## config.mk

```make
export PLATFORM = sky130hd
export DESIGN_NAME = alu_pipe
export DESIGN_NICKNAME = d
export VERILOG_FILES = /design/src/rtl/alu_pipe.sv
export SDC_FILE = /design/constraint.sdc
export NUM_CORES = 1
export LEC_CHECK = 0
export CELL_PAD_IN_SITES_DETAIL_PLACEMENT = 1
export CELL_PAD_IN_SITES_GLOBAL_PLACEMENT = 1
export CORE_MARGIN = 2
export CORE_UTILIZATION = 30
export CTS_BUF_LIST = sky130_fd_sc_hd__clkbuf_8
export DETAILED_ROUTE_END_ITERATION = 8
export GPL_TIMING_DRIVEN = 0
export PLACE_DENSITY_LB_ADDON = 0.1
export SKIP_CTS_REPAIR_TIMING = 1
export SYNTH_ARGS = -nofsm -noshare
export SYNTH_HDL_FRONTEND = slang
export SYNTH_SLANG_ARGS = --single-unit
```

## constraint.sdc

```tcl
create_clock -name clk -period 8.2 [get_ports clk]
set_clock_uncertainty 0.1 [all_clocks]
set_input_delay 1.64 -clock clk [delete_from_list [all_inputs] [get_ports clk]]
set_output_delay 1.64 -clock clk [all_outputs]
set_load 0.02 [all_outputs]
```

## src/rtl/alu_pipe.sv

```systemverilog
// Two-stage pipelined ALU: stage 1 registers op/a/b, stage 2 computes and registers result+flags.
// Optional build macro ALU_SAT_EN: ADD/SUB saturate signed on overflow instead of wrapping.
module alu_pipe #(
  parameter int WIDTH = 8,
  parameter int CNT_W = 16
) (
  input  logic             clk,
  input  logic             rst,
  input  logic             in_valid,
  output logic             in_ready,
  input  logic [2:0]       op,
  input  logic [WIDTH-1:0] a,
  input  logic [WIDTH-1:0] b,
  output logic             out_valid,
  input  logic             out_ready,
  output logic [WIDTH-1:0] result,
  output logic             carry,
  output logic             zero,
  output logic             overflow,
  output logic [CNT_W-1:0] op_count
);

  localparam int SH_W = $clog2(WIDTH);

  localparam logic [2:0] OP_ADD  = 3'b000;
  localparam logic [2:0] OP_SUB  = 3'b001;
  localparam logic [2:0] OP_AND  = 3'b010;
  localparam logic [2:0] OP_OR   = 3'b011;
  localparam logic [2:0] OP_XOR  = 3'b100;
  localparam logic [2:0] OP_SHL  = 3'b101;
  localparam logic [2:0] OP_SHR  = 3'b110;
  localparam logic [2:0] OP_PASS = 3'b111;

  logic             s1_valid;
  logic [2:0]       s1_op;
  logic [WIDTH-1:0] s1_a, s1_b;

  logic s2_take, accept;

  // Stage 2 can load whenever it is empty or its current result leaves this cycle.
  assign s2_take  = !out_valid || out_ready;
  assign in_ready = !s1_valid || !out_valid || out_ready;
  assign accept   = in_valid && in_ready;

  logic [WIDTH:0]    sum, diff;
  logic [SH_W-1:0]   shamt;
  logic [WIDTH-1:0]  raw, fin;
  logic              c_carry, c_ovf;

  always_comb begin
    sum     = {1'b0, s1_a} + {1'b0, s1_b};
    diff    = {1'b0, s1_a} - {1'b0, s1_b};
    shamt   = s1_b[SH_W-1:0];
    raw     = '0;
    c_carry = 1'b0;
    c_ovf   = 1'b0;
    case (s1_op)
      OP_ADD: begin
        raw     = sum[WIDTH-1:0];
        c_carry = sum[WIDTH];
        c_ovf   = (s1_a[WIDTH-1] == s1_b[WIDTH-1]) && (sum[WIDTH-1] != s1_a[WIDTH-1]);
      end
      OP_SUB: begin
        raw     = diff[WIDTH-1:0];
        c_carry = diff[WIDTH];
        c_ovf   = (s1_a[WIDTH-1] != s1_b[WIDTH-1]) && (diff[WIDTH-1] != s1_a[WIDTH-1]);
      end
      OP_AND:  raw = s1_a & s1_b;
      OP_OR:   raw = s1_a | s1_b;
      OP_XOR:  raw = s1_a ^ s1_b;
      OP_SHL:  raw = s1_a << shamt;
      OP_SHR:  raw = s1_a >> shamt;
      OP_PASS: raw = s1_b;
      default: raw = '0;
    endcase
    fin = raw;
`ifdef ALU_SAT_EN
    // On overflow the sign of a gives the direction for both ADD and SUB.
    if (c_ovf)
      fin = s1_a[WIDTH-1] ? {1'b1, {(WIDTH-1){1'b0}}} : {1'b0, {(WIDTH-1){1'b1}}};
`else
    fin = raw;
`endif
  end

  always_ff @(posedge clk) begin
    if (rst) begin
      s1_valid  <= 1'b0;
      s1_op     <= '0;
      s1_a      <= '0;
      s1_b      <= '0;
      out_valid <= 1'b0;
      result    <= '0;
      carry     <= 1'b0;
      zero      <= 1'b0;
      overflow  <= 1'b0;
      op_count  <= '0;
    end else begin
      if (out_valid && out_ready && (op_count != {CNT_W{1'b1}}))
        op_count <= op_count + 1'b1;

      if (s2_take) begin
        out_valid <= s1_valid;
        if (s1_valid) begin
          result   <= fin;
          carry    <= c_carry;
          zero     <= (fin == '0);
          overflow <= c_ovf;
        end
      end

      if (accept) begin
        s1_valid <= 1'b1;
        s1_op    <= op;
        s1_a     <= a;
        s1_b     <= b;
      end else if (s2_take) begin
        s1_valid <= 1'b0;
      end
    end
  end

endmodule
```

==> out/metrics.sh <==
RUN_STATUS='completed'
CLOCK_PIN_SLEW_WORST_SETUP_AND_HOLD_PATHS_NS=0.10
GP_CONGESTION=0.913
PRECTSSETUPSLACK_NS=3.49
R2R_CELLS=10
CRIT_PATH_MAX_FANOUT=3
VIAS_PER_CELL=5.46
START_KIND='input port'
WORST_HOLD_PATH_CELLS=2
CORE_AREA_UM2=12000
INITIAL_UTILIZATION_PCT=30.6
FIN_CRIT_SH_PCT=57.5
YS.FLOP_TYPE='sky130_fd_sc_hd__dfxtp_1'
FINALSETUPVIOLCOUNT=0
FINAL.MIN_CLOCK_PERIOD_NS=4.72
CP_COMMON_CELL='sky130_fd_sc_hd__clkdlybuf4s50_1'
CTS_ROOT_BUF='sky130_fd_sc_hd__clkbuf_8'
REG2REG_SETUP_SLACK_NS=4.73
PIN_COUNT=52
WORST_SLEW_MARGIN_REL_PCT=45.8
SYNTH-EDFF-COUNT=0
HOLD_END='result[7]'
FIN_WS_NS=3.48
SETUP.WORST_PATH.END_CLASS='output port'
ANTENNA_VIOLATING_NETS_POST_ROUTE=0
CRITICALPATHCATEGORY='in2out'
NUM_VIAS=3664
CRITICAL_PATH.REG2REG.ENDPOINT='result[7]'
HOLD_PATH_STARTPOINT='result[7]'
POWER.IR.VDD_WORST_uV=60.7
MAXSLEWVIOLCOUNT=0
WORSTPATHBUFFERINVERTERCOUNT=2
NUMBER_OF_NETS_PRODUCED_BY_SYNTHESIS=516
DRV.MAX_CAP_VIOLATION_COUNT=0
DRT-WIRELENGTH-PER-CELL_UM=18.6
POST_SYNTH_ARST_SHARE_PCT=0
SYN_INST=465
VIA_COUNT_OF_THE_FIRST_GLOBAL_ROUTING_PASS=3610
POST_DETAILED_PLACEMENT_HALF_PERIMETER_WIRELENGTH_MM=9.73
CRIT_PATH_CELL_TRACE='clkdlybuf4s50_1, nor2b_1, nand2_1, clkdlybuf4s50_1'
CRITICAL_PATH_S_TOP_DELAY_FAMILY='buffers and inverters'
POSTSYNTHREGISTERBITS=48
CRIT_PATH_MAX_INCR_DELAY_NS=0.56
WORST-ENDPOINT-REQUIRED_NS=6.46
ANTENNA_VIOLATIONS_BEFORE_REPAIR=0
GRT_USAGE_PCT=19.4
MOSTFREQUENTLAYOUTCELL='sky130_fd_sc_hd__nand2_1'
PWR_DENSITY_CELL_nW_PER_UM2=136
UNREPAIRED_SETUP_ENDPOINTS_AFTER_GLOBAL_ROUTING='no'
NUM_ROWS=40
DRTITER0DRC=216
YOSYSWARNINGCOUNT=0
DIE_HEIGHT_UM=114
DRC=0
FIN_TNS_SETUP_NS=0
TOTAL_LEAKAGE_POWER_nW=1.65
DRT-TOTAL-WL_MM=12.5
CLK_PATH_BUF_DEPTH=2
WORST-ENDPOINT-ARRIVAL_NS=2.98
DIE-WIDTH_UM=114
DIE_AREA_UM2=13100
TIMING_HOLD_VIOLATIONS_FINAL=0
CLOCK_LATENCY_OF_THE_LATER_CLOCKED_REGISTER_IN_THE_WORST_SKEW_PAIR_NS=0.32
GRT.OVERFLOW.TOTAL=0
CTS.SINKS=48
FINAL.HOLD.WORST_SLACK_NS=0.360
MAXIMUM_NUMBER_OF_PINS_ON_ONE_NET_BEFORE_GLOBAL_ROUTE_REPAIR=16
H-TREE-DEPTH=2
POSTSYNTHAREAPERCELL_UM2=7.86
YS_TYPES=66
HP-CLASS='reg2reg'
SYN_AREA_UM2=3650
CTS_TREE='done'
PORT_BUFFERS=51
MAX_CLOCK_FREQ_MHz=212
SYNTHTOLAYOUTAREAGROWTH_PCT=22.3
R2R-START='s1_b[2]'
FIRST_PASS_GRT_WIRE_LENGTH_MM=19.7
FINALNETCOUNT=574
WORST_SLEW_PIN_SLEW_NS=0.813
DRT_PRE_ANTENNA_ITERS=4
TIMING.CRITICAL_PATH.SLOWEST_STAGE_CELL='sky130_fd_sc_hd__clkdlybuf4s50_1'
TRITONCTS.NUM_BUFFERS=5
SYNTH_SEQ_AREA_SHARE_PCT=26.3
DRIVE_GT1_SHARE_PCT=5.92
NUM_ANTENNA_CELLS=0
MOST-COMMON-LAYOUT-CELLS='sky130_fd_sc_hd__nand2_1, sky130_fd_sc_hd__clkdlybuf4s50_1, sky130_fd_sc_hd__dfxtp_1, sky130_fd_sc_hd__a21oi_1, sky130_fd_sc_hd__nor2_1'
-- state kept, by name (all words and copies together) (netlist names) --
register,cells
overflow,1
result,8
zero,1
out_valid,1
s1_b,8
op_count,16
s1_op,3
carry,1
s1_a,8
s1_valid,1
-- synthesized netlist by cell type, types with 2 or more instances --
| master | count | area [um^2] |
|---|---|---|
| sky130_fd_sc_hd__nand2_1 | 75 | 282 |
| sky130_fd_sc_hd__dfxtp_1 | 48 | 961 |
| sky130_fd_sc_hd__a21oi_1 | 42 | 210 |
| sky130_fd_sc_hd__nor2_1 | 38 | 143 |
| sky130_fd_sc_hd__ha_1 | 26 | 325 |
| sky130_fd_sc_hd__inv_1 | 26 | 97.6 |
| sky130_fd_sc_hd__clkbuf_1 | 14 | 52.6 |
| sky130_fd_sc_hd__o21ai_0 | 14 | 70.1 |
| sky130_fd_sc_hd__nor3_1 | 11 | 55.1 |
| sky130_fd_sc_hd__nand3_1 | 10 | 50.1 |
| sky130_fd_sc_hd__xor2_1 | 9 | 78.8 |
| sky130_fd_sc_hd__nand2b_1 | 8 | 50.1 |
| sky130_fd_sc_hd__nand4_1 | 8 | 50.1 |
| sky130_fd_sc_hd__nor2b_1 | 8 | 50.1 |
| sky130_fd_sc_hd__a211oi_1 | 7 | 52.6 |
| sky130_fd_sc_hd__buf_2 | 7 | 35.0 |
| sky130_fd_sc_hd__o2111ai_1 | 6 | 52.6 |
| sky130_fd_sc_hd__and2_1 | 5 | 31.3 |
| sky130_fd_sc_hd__mux2i_1 | 5 | 50.1 |
| sky130_fd_sc_hd__mux4_1 | 5 | 131 |
| sky130_fd_sc_hd__mux4_2 | 5 | 113 |
| sky130_fd_sc_hd__o211ai_1 | 5 | 37.5 |
| sky130_fd_sc_hd__or3_1 | 5 | 31.3 |
| sky130_fd_sc_hd__xnor2_1 | 5 | 43.8 |
| sky130_fd_sc_hd__a2111oi_0 | 4 | 35.0 |
| sky130_fd_sc_hd__and3_1 | 4 | 25.0 |
| sky130_fd_sc_hd__nand3b_1 | 4 | 30.0 |
| sky130_fd_sc_hd__a21o_1 | 3 | 22.5 |
| sky130_fd_sc_hd__a22oi_1 | 3 | 22.5 |
| sky130_fd_sc_hd__nor3b_1 | 3 | 22.5 |
| sky130_fd_sc_hd__nor4_1 | 3 | 18.8 |
| sky130_fd_sc_hd__o21bai_1 | 3 | 22.5 |
| sky130_fd_sc_hd__o31ai_1 | 3 | 22.5 |
| sky130_fd_sc_hd__a221oi_1 | 2 | 17.5 |
| sky130_fd_sc_hd__a311o_1 | 2 | 20.0 |
| sky130_fd_sc_hd__a31oi_1 | 2 | 12.5 |
| sky130_fd_sc_hd__fa_1 | 2 | 40.0 |
| sky130_fd_sc_hd__inv_2 | 2 | 7.51 |
| sky130_fd_sc_hd__mux2_2 | 2 | 22.5 |
| sky130_fd_sc_hd__o22ai_1 | 2 | 12.5 |
| sky130_fd_sc_hd__o311ai_0 | 2 | 17.5 |
| sky130_fd_sc_hd__o31a_1 | 2 | 17.5 |
| sky130_fd_sc_hd__or4_1 | 2 | 15.0 |
-- power breakdown --
group	switching, mW	internal, mW	total [mW]
Sequential	0.0130	0.242	0.255
Combinational	0.0970	0.0669	0.164
Clock	0.0879	0.0999	0.188
Total	0.198	0.409	0.607
-- cell families (layout without fill, tap and decap cells) --
family / count (synthesis) / in the layout / share of synthesized area [%]
buffers and inverters: 53 / 112 / 5.99
adders and majority gates: 28 / 28 / 10.0
AOI/OAI and AO/OA: 115 / 115 / 20.9
and+or+nand+nor: 190 / 190 / 24.8
xor gates and xnor gates: 14 / 14 / 3.36
muxes: 17 / 17 / 8.66
DFF: 48 / 48 / 26.3
-- how the worst max path moves through the flow --
stage	start	to	slack [ns]	depth (start not counted)
after detailed placement	out_ready	in_ready	3.49	4
final	out_ready	in_ready	3.48	4
after CTS	out_ready	in_ready	3.48	4
after floorplan	out_ready	in_ready	4.48	2
after global routing	out_ready	in_ready	3.41	4
after global placement	out_ready	in_ready	3.50	4
-- stage by stage --
stage | cell area, um^2 | util, % | std cells | total power [mW]
finish | 4470 | 37.4 | 671 | 0.607
global placement | 4350 | 36.4 | 663 | 0.421
global route | 4470 | 37.4 | 671 | 0.643
floorplan | 3650 | - | 465 | 0.362
detailed placement | 4350 | 36.4 | 663 | 0.424
CTS | 4470 | 37.4 | 671 | 0.613
-- cell type report --
cell class                      count  area [um^2]
Clock inverter                      2         38.8
Inverter                           29          109
Buffer                             24          110
Clock buffer                        6         82.6
Multi-Input combinational cell    364         2470
Fill cell                        1467         7490
Timing Repair Buffer               51          510
Sequential cell                    48          961
Tap cell                          147          184
-- metal layers --
metal	share of wire, %	GRT usage (%)	routed length, um
met1	48	26.4	5990
met2	46	32.1	5760
met3	3.9	2.59	482
met4	2.0	5.77	253
met5	0	0	0
-- tightest hold or removal path: stages (launching register included) --
cell	delay, ns
sky130_fd_sc_hd__dfxtp_1	0.32
sky130_fd_sc_hd__nand2_1	0.05
sky130_fd_sc_hd__a21oi_1	0.05
Power figures use the tool's default switching activity.
